**src/rtl/instr_fetch_unit.sv**
```systemverilog
`default_nettype none
// ============================================================================
//  Module   : instr_fetch_unit
//  Purpose  : VLIW front end. Owns the PC, issues fetch requests to the
//             instruction memory, buffers returned {pc, word} pairs in a
//             small FIFO and hands them to decode over valid/ready.
//             Absorbs memory misses, decode back-pressure and redirects.
//  Ports    : clk, reset (sync, active-high)
//             imem_pc/imem_req -> memory; imem_word/imem_hit <- memory
//             redirect_valid/redirect_pc <- execute
//             dec_valid/dec_instr/dec_pc -> decode; dec_ready <- decode
//             miss_count : saturating count of missed request cycles
//  Revision : 1.0 - initial release
// ============================================================================
module instr_fetch_unit #(
   parameter int          DEPTH    = 4,
   parameter logic [31:0] RESET_PC = 32'h0000_0000,
   parameter logic [31:0] PC_STEP  = 32'd1
) (
   input  logic        clk,
   input  logic        reset,
   output logic [31:0] imem_pc,
   output logic        imem_req,
   input  logic [31:0] imem_word,
   input  logic        imem_hit,
   input  logic        redirect_valid,
   input  logic [31:0] redirect_pc,
   output logic        dec_valid,
   output logic [31:0] dec_instr,
   output logic [31:0] dec_pc,
   input  logic        dec_ready,
   output logic [15:0] miss_count
);

   localparam int          AW       = $clog2(DEPTH);
   localparam logic [AW:0] FULL_CNT = (AW+1)'(DEPTH);

   typedef enum logic [0:0] {
      S_RUN  = 1'b0,
      S_MISS = 1'b1
   } state_t;

   state_t        state_q, state_d;
   logic [31:0]   pc_q, pc_d;
   logic [AW:0]   cnt_q, cnt_d;
   logic [AW-1:0] wr_q, wr_d;
   logic [AW-1:0] rd_q, rd_d;
   logic [15:0]   miss_q, miss_d;

   logic [31:0]   pc_mem_q   [DEPTH];
   logic [31:0]   word_mem_q [DEPTH];

   logic full_w, empty_w, req_w, push_w, pop_w;

   always_comb begin
      full_w  = (cnt_q == FULL_CNT);
      empty_w = (cnt_q == '0);
      // While missing no entry can be added, so a request is always safe.
      req_w   = !reset && ((state_q == S_MISS) || !full_w);
      // A redirect drops any word returned in the same cycle.
      push_w  = req_w && imem_hit && !redirect_valid;
      pop_w   = !reset && !empty_w && dec_ready;
   end

   always_comb begin
      state_d = state_q;
      pc_d    = pc_q;
      cnt_d   = cnt_q;
      wr_d    = wr_q;
      rd_d    = rd_q;
      miss_d  = miss_q;

      if (req_w && !imem_hit && (miss_q != 16'hFFFF)) begin
         miss_d = miss_q + 16'd1;
      end

      if (redirect_valid) begin
         // Flush wins over any concurrent push or pop bookkeeping.
         state_d = S_RUN;
         pc_d    = redirect_pc;
         cnt_d   = '0;
         wr_d    = '0;
         rd_d    = '0;
      end else begin
         if (req_w) begin
            state_d = imem_hit ? S_RUN : S_MISS;
         end
         if (push_w) begin
            pc_d = pc_q + PC_STEP;
            wr_d = wr_q + AW'(1);
         end
         if (pop_w) begin
            rd_d = rd_q + AW'(1);
         end
         if (push_w && !pop_w) begin
            cnt_d = cnt_q + (AW+1)'(1);
         end else if (!push_w && pop_w) begin
            cnt_d = cnt_q - (AW+1)'(1);
         end
      end
   end

   always_ff @(posedge clk) begin
      if (reset) begin
         state_q <= S_RUN;
         pc_q    <= RESET_PC;
         cnt_q   <= '0;
         wr_q    <= '0;
         rd_q    <= '0;
         miss_q  <= '0;
      end else begin
         state_q <= state_d;
         pc_q    <= pc_d;
         cnt_q   <= cnt_d;
         wr_q    <= wr_d;
         rd_q    <= rd_d;
         miss_q  <= miss_d;
      end
   end

   // Storage needs no reset: entries are only visible through cnt_q.
   always_ff @(posedge clk) begin
      if (!reset && push_w) begin
         pc_mem_q[wr_q]   <= pc_q;
         word_mem_q[wr_q] <= imem_word;
      end
   end

   always_comb begin
      imem_pc    = pc_q;
      imem_req   = req_w;
      dec_valid  = !reset && !empty_w;
      dec_instr  = dec_valid ? word_mem_q[rd_q] : 32'd0;
      dec_pc     = dec_valid ? pc_mem_q[rd_q]   : 32'd0;
      miss_count = reset ? 16'd0 : miss_q;
   end

endmodule
`default_nettype wire

```
**config.mk**
```make
export PLATFORM = sky130hd
export DESIGN_NAME = instr_fetch_unit
export DESIGN_NICKNAME = d
export VERILOG_FILES = /design/src/rtl/instr_fetch_unit.sv
export SDC_FILE = /design/constraint.sdc
export NUM_CORES = 1
export LEC_CHECK = 0
export ABC_AREA = 1
export CORE_ASPECT_RATIO = 0.6
export CORE_MARGIN = 2
export CORE_UTILIZATION = 49
export CTS_BUF_LIST = sky130_fd_sc_hd__clkbuf_4 sky130_fd_sc_hd__clkbuf_8
export DETAILED_ROUTE_END_ITERATION = 16
export GPL_ROUTABILITY_DRIVEN = 0
export HOLD_SLACK_MARGIN = 0.06
export PLACE_DENSITY = 0.75
export SLEW_MARGIN = 30
export SYNTH_ARGS = -nofsm -noshare
export SYNTH_HDL_FRONTEND = slang
export SYNTH_SLANG_ARGS = --single-unit
```
**constraint.sdc**
```tcl
create_clock -name clk -period 4.18 [get_ports clk]
set_clock_uncertainty 0.1 [all_clocks]
set_input_delay 0.627 -clock clk [delete_from_list [all_inputs] [get_ports clk]]
set_output_delay 0.627 -clock clk [all_outputs]
set_load 0.01 [all_outputs]
```
==> flow_metrics.py <==
metrics = {
    "floorplan": {
        "start_util_pct": 49.6,
        "dieArea_mm2": 0.0292,
        "core_region_area_mm2": 0.0275,
        "ioPinCount": 183,
        "fp.dieH_um": 133,
        "die_w_um": 219,
        "rows": 47,
    },
    "final_layout": {
        "ff_latch_area_mm2": 0.00885,
        "drive_gt1_share_pct": 7.97,
        "layout_commonest_cell": "nor2_1",
        "area_growth_pct": 23.3,
        "final_nets": 1635,
        "final_core_util_pct": 61.1,
        "diodes": 0,
        "fillCellCount": 2254,
        "mostFrequentLayoutCells": "361 x nor2_1, 256 x edfxtp_1, 184 x nand2_1, 181 x clkdlybuf4s50_1, 147 x o21ai_0",
        "final_cells": 1960,
        "multi_input_area_mm2": 0.00423,
    },
    "cts": {
        "hold_buffers": 0,
        "cts_resized": 0,
        "cts-root-buf": "clkbuf_8",
        "insertion_delay_ps": 590,
        "cts_buffers": 47,
        "cts_tree": "yes",
        "cts.sinks": 314,
        "h-tree-depth": 2,
        "clk_pin_slew_worst_paths_ps": 70,
        "clock_path_buffers": 3,
        "cts_setup_buffers": 0,
    },
    "grt": {
        "grt_pass1_vias": 9932,
        "grt_pass1_wl_um": 53800,
        "track_usage_pct": 23.8,
        "grt_max_degree": 129,
        "grt_remaining_overflow": 0,
        "antenna_found_initial": 1,
    },
    "worst_setup_path": {
        "startpoint_type": "flop",
        "rr_endpoint": "word_mem_q[1][19]",
        "cp_max_fo": 100,
        "critPathCaptureType": "primary output",
        "critPathRequiredTime_ps": 3450,
        "crit_type": "reg2out",
        "worstReg2RegStart": "cnt_q[0]",
        "slowest_delay_ps": 600,
        "path_cells": "clkinv_2 > buf_12 > o21ai_0 > a21oi_1 > clkdlybuf4s50_1",
        "crit_end": "dec_instr[14]",
        "r2r_setup_slack_ps": 1390,
        "reg2reg_depth": 7,
        "cp.arrival_ps": 2710,
        "slowest_stage": "clkdlybuf4s50_1",
    },
    "timing": {
        "maxSlewHeadroom_pct": 41.2,
        "rsz0062_at_grt": "false",
        "fin_crit_sh_pct": 82.2,
        "hold_viol_final": 0,
        "finalSetupViolCount": 0,
        "maxSlewViolCount": 0,
        "fmax_ghz": 0.291,
        "worst_slew_pin_slew_ps": 881,
        "timing.final.crit_period_ps": 3430,
    },
    "synthesis": {
        "yosysWarnings": 0,
        "syn_nets": 1453,
        "synthCells": 1376,
        "synth_seq_cells": 314,
        "syn-cell-area_mm2": 0.0136,
        "avgSynthCellArea_um2": 9.90,
        "synth.distinct_cells": 36,
        "synth-seq-area-share_pct": 65.0,
    },
    "place": {
        "dp.final_hpwl_um": 21400,
        "dp.cells": 1876,
        "port-buffer-count": 182,
    },
    "power": {
        "seqPwrFrac_pct": 53.8,
        "p_int_mw": 5.06,
        "power_density_mw_per_mm2": 389,
        "pwr-share-clk_pct": 40.1,
        "pwr-share-comb_pct": 6.0,
        "switching_share_pct": 22.4,
        "p_leak_nw": 5.81,
        "power.switching_mw": 1.46,
        "finalPower_mw": 6.53,
        "irDropWorstVdd_v": 0.000325,
    },
    "routing": {
        "remaining_drc_errors": 0,
        "via_per_inst": 5.33,
        "vias": 10440,
        "dr.pass1.iters": 5,
        "post_drt_wl_per_cell_um": 18.0,
        "wirelength_um": 35300,
        "first_iter_violations": 992,
        "antenna_violating_nets_post_route": 0,
    },
    "outcome": {
        "status": "finished, final reports clean",
    },
    "min_path": {
        "hold_path_class": "in2reg",
    },
    "job": {
        "maxCapViolations": 0,
    },
}
## synth_stat cells
master	n	area share, %
nand2_1	185	5.1
nor2_1	365	10
clkbuf_1	28	0.77
a31oi_1	6	0.28
nand2_4	3	0.25
nor2_4	4	0.33
nand3_4	1	0.13
nor2_2	6	0.28
nand3_1	29	1.1
nand2_2	3	0.14
o21ai_0	147	5.4
clkinv_1	1	0.028
buf_4	4	0.22
xor2_1	9	0.58
and2_0	1	0.046
dfxtp_1	58	8.5
buf_1	12	0.33
nand4_1	6	0.28
buf_6	1	0.083
clkinv_2	1	0.037
edfxtp_1	256	56
nor2_8	1	0.15
fa_1	1	0.15
inv_6	1	0.064
nand3b_1	4	0.22
o21bai_1	2	0.11
a21oi_1	105	3.9
nor3_2	1	0.073
o21ai_1	17	0.62
inv_2	6	0.17
buf_2	20	0.73
nand3_2	4	0.29
ha_1	7	0.64
xnor2_1	6	0.39
nor3_1	11	0.40
inv_1	64	1.8
## final cells by class
cell class | count | share of cell area, %
clock inverters | 22 | 1.20
clock buffers | 62 | 4.60
well taps | 367 | 2.74
multi-input cells | 924 | 25.2
flip-flops and latches | 314 | 52.7
repair buffers | 198 | 11.8
inverters | 73 | 1.68
## how the worst min path moves through the flow
| stage | endpoint | depth (start not counted) | slack, ps | startpoint |
|---|---|---|---|---|
| floorplan | flop | 2 | 340 | rd_q[1] |
| global placement | flop | 2 | 340 | rd_q[1] |
| detailed placement | flop | 2 | 360 | rd_q[1] |
| CTS | miss_q[11] | 4 | 270 | reset |
| global route | miss_q[11] | 4 | 300 | reset |
| finish | miss_q[11] | 4 | 310 | reset |
## critical path, delay by kind of cell (launching register included)
family / cells / cell delay (ps)
AOI/OAI and AO/OA: 2 / 480
buffers and inverters: 3 / 1260
DFF: 1 / 350
## per-stage QoR
stage / area [um2] / setup TNS (ps) / hold slack (ps) / setup slack [ps]
2_1_floorplan: 13600 / -86710 / 336 / -339
3_3_place_gp: 15800 / 0 / 344 / 817
3_5_place_dp: 15800 / 0 / 357 / 778
4_1_cts: 16800 / 0 / 267 / 726
5_1_grt: 16800 / 0 / 298 / 549
6_report: 16800 / 0 / 309 / 745
## registers in the layout (all words and copies together) (netlist names), named ones only
name	count
cnt_q	3
imem_pc	32
miss_q	16
pc_mem_q	128
rd_q	2
state_q	1
word_mem_q	128
wr_q	2
## power groups by stage
stage          clock, mW  sequential [mW]  combinational [mW]
2_1_floorplan          0             3.55               0.173
3_3_place_gp           0             3.57               0.385
3_5_place_dp           0             3.58               0.392
4_1_cts             2.67             3.51               0.395
5_1_grt             2.80             3.52               0.432
6_report            2.62             3.51               0.395
## layer usage
layer  up-vias  GRT usage, %  share of wire, %
met5         -             0                 0
met4         0          5.56               1.3
met3        48          6.00               9.3
met2       449          35.5                43
met1      4922          35.3                46
li1       5021             -                 -
## logic make-up after synthesis
family,synth area share (%)
XOR/XNOR,0.965
buffers and inverters,4.20
AO/OA/AOI/OAI,10.3
AND/OR/NAND/NOR,18.8
flip-flops,65.0
adder cells (fa/ha/maj),0.790
No activity file was read; power rests on OpenSTA's default activity.
